**src/rtl/ram_rw_ctrl.sv**
```systemverilog
// RAM bring-up access generator: writes a pattern to every word, reads it back and counts mismatches.
// Optional macro RAM_RW_AUTO_START_EN: back-to-back self-started passes with alternating pattern polarity.
module ram_rw_ctrl #(
  parameter int               DEPTH      = 32,
  parameter int               ADDR_W     = 5,
  parameter int               DATA_W     = 8,
  parameter logic [DATA_W-1:0] DATA_PAT  = 8'h00,
  parameter int               RD_LATENCY = 1
) (
  input  logic              sys_clk,
  input  logic              sys_rst_n,
  input  logic              start,
  output logic              ram_en,
  output logic              ram_we,
  output logic [ADDR_W-1:0] ram_addr,
  output logic [DATA_W-1:0] ram_wr_data,
  input  logic [DATA_W-1:0] ram_rd_data,
  output logic              busy,
  output logic              done,
  output logic              err,
  output logic [ADDR_W-1:0] err_cnt,
  output logic [2:0]        dbg_state
);

  typedef enum logic [2:0] {
    S_IDLE  = 3'd0,
    S_WRITE = 3'd1,
    S_READ  = 3'd2,
    S_DRAIN = 3'd3,
    S_DONE  = 3'd4
  } state_t;

  localparam logic [ADDR_W-1:0] ADDR_LAST = ADDR_W'(DEPTH - 1);
  localparam logic [1:0]        LAT_LAST  = 2'(RD_LATENCY - 1);

  // Address placed into the data lane: zero-extended or truncated to DATA_W.
  function automatic logic [DATA_W-1:0] fit(input logic [ADDR_W-1:0] a);
    logic [DATA_W-1:0] v;
    v = '0;
    for (int i = 0; i < ADDR_W && i < DATA_W; i++) v[i] = a[i];
    return v;
  endfunction

  state_t            r_state, w_state_nxt;
  logic [ADDR_W-1:0] r_addr, w_addr_nxt;
  logic [1:0]        r_lat_cnt, w_lat_cnt_nxt;
  logic              w_en_nxt, w_we_nxt, w_busy_nxt, w_done_nxt;
  logic [DATA_W-1:0] w_wr_data_nxt;
  logic              w_go;
  logic              w_pass_start;
  logic [DATA_W-1:0] w_cur_pat;
  logic [DATA_W-1:0] w_start_pat;

`ifdef RAM_RW_AUTO_START_EN
  logic              w_unused_start;
  logic [DATA_W-1:0] r_pat;

  assign w_unused_start = start;
  assign w_go           = 1'b1;
  assign w_cur_pat      = r_pat;
  assign w_start_pat    = ~r_pat;

  // Reset value is the inverse so the first pass flips it back to DATA_PAT.
  always_ff @(posedge sys_clk or negedge sys_rst_n) begin
    if (!sys_rst_n)        r_pat <= ~DATA_PAT;
    else if (w_pass_start) r_pat <= ~r_pat;
  end
`else
  assign w_go        = start;
  assign w_cur_pat   = DATA_PAT;
  assign w_start_pat = DATA_PAT;
`endif

  always_comb begin
    w_state_nxt   = r_state;
    w_addr_nxt    = r_addr;
    w_lat_cnt_nxt = r_lat_cnt;
    w_en_nxt      = 1'b0;
    w_we_nxt      = 1'b0;
    w_wr_data_nxt = '0;
    w_busy_nxt    = 1'b0;
    w_done_nxt    = 1'b0;
    w_pass_start  = 1'b0;
    case (r_state)
      S_IDLE: begin
        if (w_go) begin
          w_state_nxt   = S_WRITE;
          w_pass_start  = 1'b1;
          w_addr_nxt    = '0;
          w_en_nxt      = 1'b1;
          w_we_nxt      = 1'b1;
          w_wr_data_nxt = fit('0) ^ w_start_pat;
          w_busy_nxt    = 1'b1;
        end
      end
      S_WRITE: begin
        w_en_nxt   = 1'b1;
        w_busy_nxt = 1'b1;
        if (r_addr == ADDR_LAST) begin
          w_state_nxt = S_READ;
          w_addr_nxt  = '0;
        end else begin
          w_addr_nxt    = r_addr + 1'b1;
          w_we_nxt      = 1'b1;
          w_wr_data_nxt = fit(r_addr + 1'b1) ^ w_cur_pat;
        end
      end
      S_READ: begin
        w_busy_nxt = 1'b1;
        if (r_addr == ADDR_LAST) begin
          w_state_nxt   = S_DRAIN;
          w_addr_nxt    = '0;
          w_lat_cnt_nxt = '0;
        end else begin
          w_addr_nxt = r_addr + 1'b1;
          w_en_nxt   = 1'b1;
        end
      end
      S_DRAIN: begin
        if (r_lat_cnt == LAT_LAST) begin
          w_state_nxt = S_DONE;
          w_done_nxt  = 1'b1;
        end else begin
          w_lat_cnt_nxt = r_lat_cnt + 1'b1;
          w_busy_nxt    = 1'b1;
        end
      end
      S_DONE:  w_state_nxt = S_IDLE;
      default: w_state_nxt = S_IDLE;
    endcase
  end

  always_ff @(posedge sys_clk or negedge sys_rst_n) begin
    if (!sys_rst_n) begin
      r_state     <= S_IDLE;
      r_addr      <= '0;
      r_lat_cnt   <= '0;
      ram_en      <= 1'b0;
      ram_we      <= 1'b0;
      ram_wr_data <= '0;
      busy        <= 1'b0;
      done        <= 1'b0;
    end else begin
      r_state     <= w_state_nxt;
      r_addr      <= w_addr_nxt;
      r_lat_cnt   <= w_lat_cnt_nxt;
      ram_en      <= w_en_nxt;
      ram_we      <= w_we_nxt;
      ram_wr_data <= w_wr_data_nxt;
      busy        <= w_busy_nxt;
      done        <= w_done_nxt;
    end
  end

  assign ram_addr  = r_addr;
  assign dbg_state = r_state;

  // Expected word travels alongside the read so it meets ram_rd_data RD_LATENCY cycles later.
  logic              r_pipe_vld [RD_LATENCY];
  logic [DATA_W-1:0] r_pipe_exp [RD_LATENCY];
  logic              w_mismatch;

  always_ff @(posedge sys_clk or negedge sys_rst_n) begin
    if (!sys_rst_n) begin
      for (int i = 0; i < RD_LATENCY; i++) begin
        r_pipe_vld[i] <= 1'b0;
        r_pipe_exp[i] <= '0;
      end
    end else begin
      r_pipe_vld[0] <= ram_en & ~ram_we;
      r_pipe_exp[0] <= fit(r_addr) ^ w_cur_pat;
      for (int i = 1; i < RD_LATENCY; i++) begin
        r_pipe_vld[i] <= r_pipe_vld[i-1];
        r_pipe_exp[i] <= r_pipe_exp[i-1];
      end
    end
  end

  assign w_mismatch = r_pipe_vld[RD_LATENCY-1] && (ram_rd_data != r_pipe_exp[RD_LATENCY-1]);

  always_ff @(posedge sys_clk or negedge sys_rst_n) begin
    if (!sys_rst_n) begin
      err     <= 1'b0;
      err_cnt <= '0;
    end else if (w_pass_start) begin
      err     <= 1'b0;
      err_cnt <= '0;
    end else if (w_mismatch) begin
      err <= 1'b1;
      if (err_cnt != '1) err_cnt <= err_cnt + 1'b1;
    end
  end

endmodule

```
**config.mk**
```make
export PLATFORM = sky130hd
export DESIGN_NAME = ram_rw_ctrl
export DESIGN_NICKNAME = d
export VERILOG_FILES = /design/src/rtl/ram_rw_ctrl.sv
export SDC_FILE = /design/constraint.sdc
export NUM_CORES = 1
export LEC_CHECK = 0
export BUFFER_PORTS_ARGS = -buffer_cell sky130_fd_sc_hd__buf_2
export CAP_MARGIN = 20
export CORE_UTILIZATION = 30
export CTS_CLUSTER_DIAMETER = 60
export DETAILED_ROUTE_END_ITERATION = 7
export GPL_TIMING_DRIVEN = 0
export PLACE_DENSITY = 0.52
export SKIP_LAST_GASP = 1
export SLEW_MARGIN = 30
export SYNTH_ARGS = -nofsm -noshare
export SYNTH_HDL_FRONTEND = slang
export SYNTH_SLANG_ARGS = --single-unit
```
**constraint.sdc**
```tcl
create_clock -name sys_clk -period 2.9 [get_ports sys_clk]
set_clock_uncertainty 0.1 [all_clocks]
set_input_delay 0 -clock sys_clk [delete_from_list [all_inputs] [get_ports sys_clk]]
set_output_delay 0 -clock sys_clk [all_outputs]
set_load 0.03 [all_outputs]
```
==> summary.md, run 1 <==
| Metric | Value |
|---|---|
| Outcome | `finished, final reports clean` |
| Clock buffer depth | `2` |
| Wire per inst | `12.9 um` |
| Tightest Hold Check Type | `primary input to flop` |
| Hold WS | `between 0.04 and 0.05 ns` |
| Clock sink total | `31` |
| Antenna Nets Post-Route | `0` |
| Max-Cap Viols | `0` |
| Die X | `between 70 and 80 um` |
| Layout area overhead | `25.5%` |
| Row count | `25` |
| Post-synthesis simple-gate area fraction | `23.3%` |
| Setup bufs post-CTS | `0` |
| Max Clk Rate | `0.486 GHz` |
| Clk Latency, worst-skew pair | `0.29 ns` |
| Commonest non-fill, non-tap cell in the layout | `buf_2` |
| Share of cells above drive strength 1 | `28.0%` |
| Via count | `1229` |
| Crit path launch type | `flop` |
| Root buffer cell | `clkbuf_8` |
| DR pass1 iterations | `4` |
| Mapped Area | `around 1500 sq um` |
| Final Slew Violations | `0` |
| CTS tree | `built` |
| Vias in the first global route | `1212` |
| Worst Tran Pin Value | `0.676 ns` |
| Netlist cell types | `39` |
| Period minus WS final | `2.06 ns` |
| Die height | `73.8 um` |
| DP HPWL | `2480 um` |
| CP bufs+invs | `1` |
| Peak VDD IR | `0.385 mV` |
| Core area | `4850 sq um` |
| Worst-path clk slew | `0.07 ns` |
| GPL Wtd Cong | `0.801` |
| First-pass GRT wire length | `5620 um` |
| Setup_tns | `0 ns` |
| PwrDens | `1200 nW/um^2` |
| Max_slew headroom | `between 50 and 60%` |
| Required @ worst endpoint | `2.97 ns` |
| Crit Path Category | `flop to flop` |
| Grt total ovfl | `0` |
| Final period utilization | `a little under three quarters` |
| DRC | `0` |
| CP max stage delay | `0.46 ns` |
| Top delay family on crit path | `flip-flops` |
| Initial DRC count | `39` |
| RSZ-0062 raised after global routing | `false` |
| Total Routed Length | `3360 um` |
| Die area | `5450 sq um` |
| WP data arrival | `between 2 and 2.5 ns` |
| Largest family of logic cells by synthesized area | `simple AND/OR/NAND/NOR gates` |
| Initial antenna violation count | `0` |
| Multiplexer area fraction after synthesis | `3.40%` |
| Pin count of the biggest net entering global routing | `32` |
| Post-synthesis xor/xnor area fraction | `under 10%` |
| Critical path, cell by cell | `ha_1 -> and3_1 -> ha_1 -> clkbuf_1 -> nor3_1 -> a221o_1` |
| Sequential share of the synthesized area | `50.2%` |
| Slowest-stage cell, CP | `dfrtp_1` |
| # H-tree levels | `2` |
| Syn Inst Count | `148` |
| Static leakage | `0.000956 uW` |
| Final Hold Viols | `0` |
| Synth warnings | `0` |
| #FFs+latches synth | `31` |
| Total GRT Usage | `14.1%` |
| Post-synthesis adder-cell area fraction | `4.05%` |
| Via density | `4.73` |
| Fin nets | `approximately 210` |
| Port bufs | `33` |
| Async S/R FF share, synth | `100%` |
| Compound-Gate Fraction of Synth Area | `9.87%` |
| Final setup fails | `0` |
| Critical path endpoint category | `flop` |
| Synth Flop Type | `dfrtp_1` |
| Most frequent cells in the layout | `buf_2, dfrtp_1, nor2_1, nand2_1` |
| Cts bufs inserted | `5` |
| I/O pins | `37` |
| ANT cells | `0` |
| Post-layout util | `approximately two fifths` |
| Fillers | `486` |
| Initial core utilization | `a little under a third` |
| Post-synth EDFFs | `0` |
| Synthesized area per cell | `10.4 sq um` |
| Cell mode on critical path | `ha_1` |
| Max Fanout on Critical Path | `10` |
## power breakdown
part / total, uW / leakage [uW] / switching (uW) / internal [uW]
logic: 1120 / 0.000512 / 729 / 392
registers: 759 / 0.000383 / 140 / 619
clock network: 439 / 0.0000612 / 161 / 278
## worst reg2reg max path: stages (launching register included)
cell,delay [ns]
dfrtp_1,0.46
ha_1,0.27
and3_1,0.17
ha_1,0.16
clkbuf_1,0.36
nor3_1,0.12
a221o_1,0.30
## metrics by stage
step / area, sq um / std cells / setup WS [ns] / power [uW]
after detailed placement: 1800 / 250 / 0.869 / 1890
after CTS: 1940 / 260 / 0.850 / 2350
after floorplan: 1550 / 150 / 0.914 / 1580
final: 1940 / 260 / 0.843 / 2320
after global placement: 1800 / 250 / 0.841 / 1870
after global routing: 1940 / 260 / 0.679 / 2520
## cells in the mapped netlist (2+ instances only)
| cell type | count | area share, % |
|---|---|---|
| nor2b_1 | 3 | 1.2 |
| a22o_1 | 3 | 1.7 |
| mux2i_1 | 3 | 1.9 |
| buf_4 | 3 | 1.5 |
| dfrtp_1 | 31 | 50 |
| nor2_1 | 11 | 2.7 |
| o21ai_0 | 3 | 0.97 |
| clkbuf_1 | 3 | 0.73 |
| nand3_1 | 6 | 1.9 |
| ha_1 | 5 | 4.0 |
| xnor2_1 | 3 | 1.7 |
| o21ai_1 | 3 | 0.97 |
| and3_1 | 7 | 2.8 |
| buf_2 | 4 | 1.3 |
| nand2b_1 | 7 | 2.8 |
| a32oi_1 | 2 | 1.1 |
| inv_1 | 4 | 0.97 |
| nand2_1 | 8 | 1.9 |
| a21oi_1 | 4 | 1.3 |
| xor2_1 | 5 | 2.8 |
| nand4_1 | 4 | 1.6 |
| a211oi_1 | 2 | 0.97 |
| mux2_2 | 2 | 1.5 |
| nor3_1 | 7 | 2.3 |
## what timing repair did
| item | in CTS | in global routing |
|---|---|---|
| resized for setup | 0 | 0 |
| hold buffers | 2 | 0 |
| endpoints found under the hold margin | 34 | 0 |
## routing by layer
metal / GRT usage [%] / up-vias / routed length [um]
li1: - / 612 / -
met5: 0 / - / 0
met4: 7.05 / 0 / 74
met3: 5.21 / 7 / 206
met1: 16.0 / 576 / 1440
met2: 23.2 / 34 / 1640
## sequential cells by signal (all words and copies together), names as in the netlist
signal,flops
busy,1
dbg_state,3
done,1
err,1
err_cnt,5
r_lat_cnt,2
r_pipe_exp,5
r_pipe_vld,1
ram_addr,5
ram_en,1
ram_we,1
ram_wr_data,5
## cell families (layout without fill, tap and decap cells)
| logic type | count (synthesis) | after routing |
|---|---|---|
| fa+ha+maj | 5 | 5 |
| simple gates | 62 | 62 |
| compound gates | 22 | 22 |
| xor+xnor | 8 | 8 |
| mux | 5 | 5 |
| other cells | 1 | 3 |
| buf+inv | 14 | 57 |
| flops | 31 | 31 |
## worst paths after layout
kind | from | end | slack [ns] | depth (start not counted)
worst max-delay path | ram_addr[0] | ram_addr[2] | 0.84 | 6
worst min-delay path | ram_rd_data[6] | err | 0.04 | 4
min in group asynchronous | sys_rst_n | err_cnt[1] | 0.19 | 2
worst max register to register | ram_addr[0] | ram_addr[2] | 0.84 | 6
max in group asynchronous | sys_rst_n | ram_en | 2.07 | 2
worst min register to register | ram_we | r_pipe_vld | 0.33 | 1
## area by class of cell
class                      instances  area (sq um)  area share (%)
multi-input combinational        105           709            36.6
clock inverter                     2          35.0            1.81
inverter                           4          15.0           0.774
timing repair buffer              35           185            9.54
tap                               67          83.8            4.32
buffer                            10          53.8            2.77
sequential                        31           776            40.0
clock buffer                       6          82.6            4.26
No activity file was read; power rests on OpenSTA's default activity.
==> run 2: changes to the inputs <==
==> constraint.sdc (replaced) <==
create_clock -name sys_clk -period 2 [get_ports sys_clk]
set_clock_uncertainty 0.1 [all_clocks]
set_input_delay 0 -clock sys_clk [delete_from_list [all_inputs] [get_ports sys_clk]]
set_output_delay 0 -clock sys_clk [all_outputs]
set_load 0.03 [all_outputs]
==> run 2 against run 1 <==
Effect of this change: critical path depth is the same; first-iteration DRC count shrank 28%; highest routed layer unchanged; largest cell class unchanged; core utilization grew 0.49 points; critical path type unchanged; total power grew 47%; sequential power grew 49%.
==> summary.md, run 2 (same netlist as run 1, synthesis figures left out) <==
| Metric | Value |
|---|---|
| Final setup fails | `0 (unchanged)` |
| Vias in the first global route | `1212 (unchanged)` |
| Commonest non-fill, non-tap cell in the layout | `buf_2 (unchanged)` |
| Critical path endpoint category | `flop (unchanged)` |
| Cts bufs inserted | `5 (unchanged)` |
| WL met2 | `1670 um (was 1640 um)` |
| Crit path launch type | `flop (unchanged)` |
| First-pass GRT wire length | `5620 um (unchanged)` |
| Switching Fraction | `44.4% (about the same)` |
| Pin count of the biggest net entering global routing | `32 (unchanged)` |
| Total Routed Length | `3400 um (was 3360 um)` |
| RSZ-0062 raised after global routing | `false (unchanged)` |
| Post-layout util | `40.5% (was 40.0%)` |
| Crit Path Category | `flop to flop (unchanged)` |
| Wire per inst | `13.1 um (was 12.9 um)` |
| Period minus WS final | `1.92 ns (was 2.06 ns)` |
| Hold WS | `0.0396 ns (was 0.0404 ns)` |
| Clock power share | `18.7% (was 18.9%)` |
| Multi-input gate area | `729 sq um (was 709 sq um)` |
| # H-tree levels | `2 (unchanged)` |
| Initial antenna violation count | `0 (unchanged)` |
| DR pass1 iterations | `4 (unchanged)` |
| Highest Signal Layer | `met4 (unchanged)` |
| Max-Cap Viols | `0 (unchanged)` |
| Worst Tran Pin Value | `0.677 ns (was 0.676 ns)` |
| Slowest-stage cell, CP | `dfrtp_1 (unchanged)` |
| Root buffer cell | `clkbuf_8 (unchanged)` |
| Fin nets | `207 (was 208)` |
| Critical path, cell by cell | `ha_1 -> and3_1 -> ha_1 -> nand2b_2 -> a2111o_1 -> nand3_1 (was ha_1 -> and3_1 -> ha_1 -> clkbuf_1 -> nor3_1 -> a221o_1)` |
| Top delay family on crit path | `simple AND/OR/NAND/NOR gates (was flip-flops)` |
| Total GRT Usage | `14.1% (unchanged)` |
| Clock buffer depth | `2 (unchanged)` |
| Cell mode on critical path | `ha_1 (unchanged)` |
| Required @ worst endpoint | `2.12 ns (was 2.97 ns)` |
| Post-place setup slack | `-0.0313 ns (was 0.869 ns)` |
| Row count | `25 (unchanged)` |
| Share of cells above drive strength 1 | `32.3% (was 28.0%)` |
| Clk Latency, worst-skew pair | `0.29 ns (about the same)` |
| I/O pins | `37 (unchanged)` |
| Final worst slack | `0.0831 ns (was 0.843 ns)` |
| DP HPWL | `2480 um (unchanged)` |
| Comb pwr share | `48.0% (was 48.3%)` |
| Max_slew headroom | `54.8% (was 54.9%)` |
| Core area | `4850 sq um (unchanged)` |
| Die height | `73.8 um (unchanged)` |
| Antenna Nets Post-Route | `0 (unchanged)` |
| Max Fanout on Critical Path | `5 (was 10)` |
| Seq pwr share | `33.3% (was 32.7%)` |
| Tightest Hold Check Type | `primary input to flop (unchanged)` |
| Peak VDD IR | `0.563 mV (was 0.385 mV)` |
| Register area | `779 sq um (was 776 sq um)` |
| Port bufs | `33 (unchanged)` |
| CP max stage delay | `0.45 ns (was 0.46 ns)` |
| ANT cells | `0 (unchanged)` |
| Static leakage | `0.000957 uW (was 0.000956 uW)` |
| Overall power | `3400 uW (was 2320 uW)` |
| Placed instance area | `1800 sq um (unchanged)` |
| Clock sink total | `31 (unchanged)` |
| Die area | `5450 sq um (unchanged)` |
| Via density | `4.79 (was 4.73)` |
| Final Hold Viols | `0 (unchanged)` |
| Metal3 WL | `193 um (was 206 um)` |
| Pint | `1890 uW (was 1290 uW)` |
| Initial core utilization | `31.9% (unchanged)` |
| Switch Pwr | `1510 uW (was 1030 uW)` |
| Outcome | `finished, final reports clean (unchanged)` |
| Max Clk Rate | `0.522 GHz (was 0.486 GHz)` |
| CTS tree | `built (unchanged)` |
| PwrDens | `1730 nW/um^2 (was 1200 nW/um^2)` |
| Worst-path clk slew | `0.07 ns (about the same)` |
| Final Slew Violations | `0 (unchanged)` |
| Met1 wire length | `1470 um (was 1440 um)` |
| GPL Wtd Cong | `0.801 (unchanged)` |
| Fillers | `485 (was 486)` |
| WP data arrival | `2.04 ns (was 2.13 ns)` |
| Layout area overhead | `27.0% (was 25.5%)` |
| Via count | `1241 (was 1229)` |
| CP bufs+invs | `0 (was 1)` |
| Grt total ovfl | `0 (unchanged)` |
| Initial DRC count | `28 (was 39)` |
| Final period utilization | `95.8% (was 70.9%)` |
| Final instance area | `1960 sq um (was 1940 sq um)` |
| Most frequent cells in the layout | `buf_2, dfrtp_1, nor2_1, nand2_1 (unchanged)` |
| DRC | `0 (unchanged)` |
| Die X | `73.8 um (unchanged)` |
run 2: path summary, 6_finish.rpt:
| path | end | depth (start not counted) | slack, ns | start |
|---|---|---|---|---|
| worst max-delay path | err_cnt[3] | 6 | 0.08 | err_cnt[1] |
| worst min-delay path | err | 4 | 0.04 | ram_rd_data[6] |
| worst max register to register | err_cnt[3] | 6 | 0.08 | err_cnt[1] |
| worst min register to register | r_pipe_vld | 1 | 0.33 | ram_we |
| max in group asynchronous | dbg_state[2] | 2 | 1.13 | sys_rst_n |
| min in group asynchronous | err_cnt[1] | 2 | 0.19 | sys_rst_n |
run 2: final cells by class:
cell class                      instances  area share, %
Clock inverter                          2           1.78
Sequential cell                        31           39.7
Inverter                                4          0.764
Buffer                                  9           2.74
Multi-Input combinational cell        105           37.1
Timing Repair Buffer                   35           9.43
Tap cell                               67           4.27
Clock buffer                            6           4.20
run 2: what timing repair did:
| item | in CTS | in global routing |
|---|---|---|
| resized for setup | 1 | 12 |
| buffers inserted | 0 | 0 |
| setup endpoints to repair | 4 | 12 |
| hold buffers | 2 | 0 |
| endpoints found under the hold margin | 34 | 0 |
run 2: metal layers:
metal,track usage (%),vias to the layer above
li1,-,607
met1,16.0,592
met2,23.2,35
met3,5.21,7
met4,7.05,0
met5,0,-
run 2: worst register-to-register path: stages, from the launching register on:
cell	delay (ns)
dfrtp_1	0.45
ha_1	0.24
and3_1	0.19
ha_1	0.22
nand2b_2	0.24
a2111o_1	0.36
nand3_1	0.07
run 2: power groups by stage:
stage          Clock (uW)  Sequential (uW)  Combinational (uW)
6_report              638             1130                1630
3_3_place_gp            0             1110                1610
4_1_cts               660             1100                1640
2_1_floorplan           0             1470                 823
3_5_place_dp            0             1110                1630
5_1_grt               687             1170                1810
run 2: metrics by stage:
| step | setup TNS, ns | cells |
|---|---|---|
| 4_1_cts | 0 | 260 |
| 3_5_place_dp | -0.0514 | 250 |
| 3_3_place_gp | -0.112 | 250 |
| 6_report | 0 | 259 |
| 2_1_floorplan | 0 | 150 |
| 5_1_grt | 0 | 259 |
